--- src/rtl/comparator_sort_ctrl_if.sv ---
// Request/result bundle for comparator_sort_ctrl: the master issues a sort of din,
// and the slave returns busy/done status with the sorted dout and its swap count.
interface comparator_sort_ctrl_if #(
    parameter int W = 4,
    parameter int N = 4
);
    localparam int SW = $clog2(N * (N - 1) / 2 + 1);

    logic           start;
    logic [N*W-1:0] din;
    logic           busy;
    logic           done;
    logic [N*W-1:0] dout;
    logic [SW-1:0]  swaps;

    modport master (
        output start,
        output din,
        input  busy,
        input  done,
        input  dout,
        input  swaps
    );

    modport slave (
        input  start,
        input  din,
        output busy,
        output done,
        output dout,
        output swaps
    );
endinterface

--- src/rtl/comparator_sort_ctrl.sv ---
// Sequential bubble sort of N W-bit elements through one shared magnitude comparator,
// one compare-and-swap per cycle, with a fixed (N-1)^2-cycle compare phase.
module comparator_sort_ctrl #(
    parameter int W       = 4,
    parameter int N       = 4,
    parameter bit DESCEND = 1'b0
) (
    input logic                   clk,
    input logic                   rst,
    comparator_sort_ctrl_if.slave bus
);
    localparam int            SW   = $clog2(N * (N - 1) / 2 + 1);
    localparam int            IW   = $clog2(N);
    localparam logic [IW-1:0] LAST = IW'(N - 2);

    typedef enum logic [1:0] {
        IDLE,
        COMPARE,
        DONE
    } state_t;

    state_t         state;
    logic [W-1:0]   r [N];
    logic [IW-1:0]  j;
    logic [IW-1:0]  p;
    logic [SW-1:0]  cnt;

    logic [W-1:0]   cmp_a;
    logic [W-1:0]   cmp_b;
    logic           gt;
    logic           lt;
    logic           eq;
    logic           swap_en;
    logic [W-1:0]   r_nxt [N];
    logic [N*W-1:0] r_nxt_flat;
    logic [SW-1:0]  cnt_nxt;

    // NOTE: every variable gets a default at the top of always_comb so no path leaves
    // it unassigned (no latch), and blocking '=' is used because later lines read the
    // values written earlier in the same evaluation.
    always_comb begin
        cmp_a   = r[j];
        cmp_b   = r[j + IW'(1)];
        gt      = cmp_a > cmp_b;
        lt      = cmp_a < cmp_b;
        eq      = cmp_a == cmp_b;
        // Equal pairs never swap, which is what keeps the sort stable.
        swap_en = (state == COMPARE) && !eq && (DESCEND ? lt : gt);

        r_nxt = r;
        if (swap_en) begin
            r_nxt[j]          = cmp_b;
            r_nxt[j + IW'(1)] = cmp_a;
        end

        cnt_nxt = swap_en ? cnt + SW'(1) : cnt;

        r_nxt_flat = '0;
        for (int k = 0; k < N; k++) begin
            r_nxt_flat[k*W +: W] = r_nxt[k];
        end
    end

    // NOTE: state is updated with non-blocking '<=' so every register samples the
    // pre-edge values regardless of statement order.
    always_ff @(posedge clk) begin
        if (rst) begin
            state     <= IDLE;
            j         <= '0;
            p         <= '0;
            cnt       <= '0;
            // NOTE: the working array is only N registers, so it is cleared on reset
            // like any other flop rather than treated as an unreset memory.
            for (int k = 0; k < N; k++) begin
                r[k] <= '0;
            end
            bus.busy  <= 1'b0;
            bus.done  <= 1'b0;
            bus.dout  <= '0;
            bus.swaps <= '0;
        end else begin
            case (state)
                IDLE: begin
                    if (bus.start) begin
                        for (int k = 0; k < N; k++) begin
                            r[k] <= bus.din[k*W +: W];
                        end
                        cnt      <= '0;
                        j        <= '0;
                        p        <= '0;
                        bus.busy <= 1'b1;
                        state    <= COMPARE;
                    end
                end

                COMPARE: begin
                    for (int k = 0; k < N; k++) begin
                        r[k] <= r_nxt[k];
                    end
                    cnt <= cnt_nxt;
                    if (j == LAST) begin
                        j <= '0;
                        if (p == LAST) begin
                            // Capture the result including this cycle's compare-and-swap.
                            state     <= DONE;
                            bus.done  <= 1'b1;
                            bus.dout  <= r_nxt_flat;
                            bus.swaps <= cnt_nxt;
                        end else begin
                            p <= p + IW'(1);
                        end
                    end else begin
                        j <= j + IW'(1);
                    end
                end

                DONE: begin
                    bus.done <= 1'b0;
                    bus.busy <= 1'b0;
                    state    <= IDLE;
                end

                default: begin
                    state <= IDLE;
                end
            endcase
        end
    end
endmodule

--- src/flat_wrapper.sv ---
// flat-port wrapper written by rule: the top's interface ports become plain ports
module comparator_sort_ctrl_flat 
#(
    parameter int W       = 4,
    parameter int N       = 4,
    parameter bit DESCEND = 1'b0
)
  (clk, rst, bus_start, bus_din, bus_busy, bus_done, bus_dout, bus_swaps);
  comparator_sort_ctrl_if #(.W(W), .N(N)) bus_i ();
  input logic clk;
  input logic rst;
  input wire logic [$bits(bus_i.start)-1:0] bus_start;
  input wire logic [$bits(bus_i.din)-1:0] bus_din;
  output wire logic [$bits(bus_i.busy)-1:0] bus_busy;
  output wire logic [$bits(bus_i.done)-1:0] bus_done;
  output wire logic [$bits(bus_i.dout)-1:0] bus_dout;
  output wire logic [$bits(bus_i.swaps)-1:0] bus_swaps;
  assign bus_i.start = bus_start;
  assign bus_i.din = bus_din;
  assign bus_busy = bus_i.busy;
  assign bus_done = bus_i.done;
  assign bus_dout = bus_i.dout;
  assign bus_swaps = bus_i.swaps;
  comparator_sort_ctrl #(.W(W), .N(N), .DESCEND(DESCEND)) u_core (.clk(clk), .rst(rst), .bus(bus_i));
endmodule
--- config.mk ---
export PLATFORM = sky130hd
export DESIGN_NAME = comparator_sort_ctrl_flat
export DESIGN_NICKNAME = d
export VERILOG_FILES = /design/src/rtl/comparator_sort_ctrl_if.sv /design/src/rtl/comparator_sort_ctrl.sv /design/src/flat_wrapper.sv
export SDC_FILE = /design/constraint.sdc
export NUM_CORES = 1
export LEC_CHECK = 0
export CORE_MARGIN = 4
export CORE_UTILIZATION = 45
export CTS_CLUSTER_DIAMETER = 60
export DETAILED_ROUTE_END_ITERATION = 10
export GPL_TIMING_DRIVEN = 0
export PLACE_DENSITY = 0.75
export SYNTH_ARGS = -nofsm -noshare
export SYNTH_HDL_FRONTEND = slang
export SYNTH_SLANG_ARGS = --single-unit
--- constraint.sdc ---
create_clock -name clk -period 4.1 [get_ports clk]
set_clock_uncertainty 0.15 [all_clocks]
set_input_delay 0.615 -clock clk [delete_from_list [all_inputs] [get_ports clk]]
set_output_delay 0.615 -clock clk [all_outputs]
set_load 0.01 [all_outputs]
==> qor.txt, run 1 <==
STA
----------------------------------------------------------------------------------------
Tightest slew margin relative to the limit ................................       0.4678
Final hold violation count ................................................            0
Period Utilization, post-route ............................................       0.9034
Final setup vio count .....................................................            0
Setup repair after global routing missed its margin .......................        false
Pins over their slew limit ................................................            0
Setup TNS .................................................................         0 ns
Fmax achieved .............................................................    270.0 MHz
Min cycle time layout .....................................................     3.704 ns
Slew @ Worst Pin ..........................................................    0.7954 ns

CELLS AND AREA
----------------------------------------------------------------------------------------
Cell area after layout .................................................... 0.003286 mm^2
Area Overhead vs Synth ....................................................       21.86%
Most common cell after layout, fill and taps aside ........................      dfxtp_1
Final #Nets ...............................................................          388
Fill cell instance count of the final layout ..............................          509
Antenna diodes ............................................................            0
Commonest non-fill, non-tap cells in the layout ........................... 46 x dfxtp_1, 39 x clkdlybuf4s50_1, 33 x nand2_1
Share of layout cells above drive strength 1 ..............................       0.1373

POWER AND IR DROP
----------------------------------------------------------------------------------------
Worst voltage drop across the vdd grid ....................................     230.8 uV
Static power due to leakage ...............................................     1.216 nW
Total power density per cell area ......................................... 348.5 mW/mm^2

ROUTING
----------------------------------------------------------------------------------------
Total number of vias ......................................................         2596
Final routed wire length divided by cell count ............................     18.33 um
Post-detailed-route via-to-cell ratio .....................................        6.051
Drc violations ............................................................            0
Count of routing violations after the opening detailed-route iteration ....          223
Routed Antenna Nets .......................................................            0
Post-Route WL .............................................................      7863 um
Detailed Routing Iterations Pass 1 ........................................            5

SYNTH
----------------------------------------------------------------------------------------
Post-synth EDFFs ..........................................................            0
Synthesized cell area ..................................................... 0.002696 mm^2
Synthesized netlist net count .............................................          342
Gate count after technology mapping .......................................          310
Mapped Avg Cell Area ......................................................   8.698 um^2
Top FF cell, synth ........................................................      dfxtp_1
Sequential fraction of the synthesis area .................................       0.3415
Unique masters post-synth .................................................           54
Synthesis warning total ...................................................            0
Yosys reg bits ............................................................           46
Share of flip-flops with an asynchronous set or reset after synthesis .....            0

DIE
----------------------------------------------------------------------------------------
Chip Width ................................................................     85.41 um
Area of the die ........................................................... 0.007294 mm^2
Area of the core .......................................................... 0.005642 mm^2
Starting density of the core ..............................................       0.4779
Row cnt ...................................................................           27
Count of boundary I/O pins ................................................           40
Vert. Die Dim .............................................................     85.41 um

CLOCKING
----------------------------------------------------------------------------------------
Insertion delay to the later sink of the worst-skew pair ..................      0.31 ns
CTS tree ..................................................................        built
Number of buffers created by CTS ..........................................            5
Htree depth ...............................................................            2
Number of resized instances in the post-cts repair step ...................            0
Clock transition at path regs .............................................      0.08 ns
Setup bufs post-CTS .......................................................            0
Clock tree sinks ..........................................................           46
Root buffer selected by CTS ...............................................     clkbuf_8
Max clock buf depth .......................................................            2
Hold Buf Count CTS ........................................................            0

PLACED DESIGN
----------------------------------------------------------------------------------------
Placed Area ............................................................... 0.003177 mm^2
Routability-driven placement congestion ratio .............................       0.9158
Number of input and output port buffers inserted ..........................           39
Total half-perimeter wirelength after legalization and detailed placement .      5907 um

CRITICAL PATH
----------------------------------------------------------------------------------------
Required time worst endpoint ..............................................      4.16 ns
Critical path launch point type ...........................................     register
Arrival time reported for the critical path endpoint ......................      3.76 ns
Sort of element at the end of the critical path ...........................     register
Category of the critical setup timing path ................................ register to register
Top fanout value on the critical path .....................................           10

GLOBAL ROUTE
----------------------------------------------------------------------------------------
First-pass GRT wire length ................................................     12950 um
Remaining Overflow, GRT ...................................................            0
Number of antenna violations at the first check in global routing .........            0
Pin count of the biggest net entering global routing ......................           15
Number of global-route vias before repair .................................         2563
Global-route total usage across every layer ...............................       0.2240

RUN STATUS
----------------------------------------------------------------------------------------
Run status ................................................................ finished, final reports clean

FLOW RUN
----------------------------------------------------------------------------------------
Maximum capacitance violations ............................................            0

WORST HOLD PATH
----------------------------------------------------------------------------------------
Type of the worst min-delay path .......................................... register to register

## synthesized netlist by cell type (all sizes together) (4+ instances only)
master,number,area [um^2]
mux4,8,187.7
a22o,4,35.03
mux2i,4,40.04
o21ai,18,90.09
a211oi,9,72.57
nor2b,6,37.54
nor2,30,112.6
nand2,33,123.9
nand2b,6,37.54
buf,13,77.58
a21oi,30,153.9
ha,13,162.7
clkbuf,6,23.77
dfxtp,46,920.9
a31o,5,43.79
a22oi,16,125.1
o211ai,5,52.55
a21o,7,52.55
inv,15,56.31
## registers in the layout, indices dropped and copies added (netlist names)
name / flops
u_core.p: 2
u_core.j: 2
u_core.cnt: 3
u_core.bus.done: 1
u_core.state: 2
u_core.bus.dout: 16
u_core.bus.swaps: 3
u_core.r: 16
u_core.bus.busy: 1
## critical path: stages, from the launching register on
cell and delay (ns):
dfxtp_1 0.39, buf_2 0.24, inv_1 0.12, ha_1 0.44, mux4_1 0.64, inv_2 0.12, ha_1 0.24, and4_1 0.24
a21oi_2 0.26, buf_6 0.20, mux2_2 0.36, a22o_1 0.19
## layer usage
metal	vias up	GRT usage	routed length [um]
met5	-	0	0
met4	0	0.08633	176
met3	15	0.03786	443
met2	95	0.3715	3731
met1	1260	0.2898	3512
li1	1226	-	-
## where the power goes
group / internal, mW / switching, mW
Sequential: 0.466 / 0.0246
Clock: 0.179 / 0.157
Combinational: 0.135 / 0.183
## stage by stage
stage | utilization | power [mW] | setup WS, ns | hold WS [ns] | cells
after floorplan | - | 0.7182 | 0.8544 | 0.3146 | 310
after global placement | 0.5631 | 0.8039 | 0.4882 | 0.2820 | 421
after detailed placement | 0.5631 | 0.8112 | 0.4387 | 0.2936 | 421
after CTS | 0.5824 | 1.143 | 0.4191 | 0.3077 | 429
after global routing | 0.5824 | 1.201 | 0.1571 | 0.3381 | 429
final | 0.5824 | 1.145 | 0.3959 | 0.3056 | 429
## path summary, 6_finish.rpt
path	cells after the start	start	to	slack (ns)
max	11	u_core.j[1]	u_core.bus.dout[12]	0.40
min	2	u_core.bus.dout[9]	u_core.bus.dout[9]	0.31
max reg2reg	11	u_core.j[1]	u_core.bus.dout[12]	0.40
min reg2reg	2	u_core.bus.dout[9]	u_core.bus.dout[9]	0.31
## cell families (layout without fill, tap and decap cells)
kind of cell             count (synthesis)  in the layout  share of synthesized area
adder cells (fa/ha/maj)                 13             13                    0.06033
multiplexers                            15             15                    0.09977
buffers and inverters                   35             82                    0.05986
AO/OA/AOI/OAI                          110            110                     0.2812
flip-flops                              46             46                     0.3415
XOR/XNOR                                 2              2                   0.006498
AND/OR/NAND/NOR                         89             89                     0.1508
## area by class of cell
class	instances	area, um^2	share of cell area
clock buffers	5	68.82	0.02094
plain buffers	19	101.3	0.03085
repair buffers	39	390.4	0.1188
inverters	16	60.06	0.01828
multi-input cells	229	1614	0.4912
clock inverters	3	40.04	0.01219
well taps	72	90.09	0.02742
flip-flops and latches	46	920.9	0.2803
No activity file was read; power rests on OpenSTA's default activity.
==> run 2, diff against run 1 <==
--- a/config.mk
+++ b/config.mk
@@ -11,6 +11,7 @@
 export DETAILED_ROUTE_END_ITERATION = 10
 export GPL_TIMING_DRIVEN = 0
 export PLACE_DENSITY = 0.75
+export SLEW_MARGIN = 15
 export SYNTH_ARGS = -nofsm -noshare
 export SYNTH_HDL_FRONTEND = slang
 export SYNTH_SLANG_ARGS = --single-unit
==> results of run 2 <==
Final layout, timing and power as in run 1 (identical DEF).
==> run 3, diff against run 2 <==
--- a/config.mk
+++ b/config.mk
@@ -10,6 +10,7 @@
 export CTS_CLUSTER_DIAMETER = 60
 export DETAILED_ROUTE_END_ITERATION = 10
 export GPL_TIMING_DRIVEN = 0
+export HOLD_SLACK_MARGIN = 0.02
 export PLACE_DENSITY = 0.75
 export SLEW_MARGIN = 15
 export SYNTH_ARGS = -nofsm -noshare
==> results of run 3 <==
Final layout, timing and power as in run 1 (identical DEF).
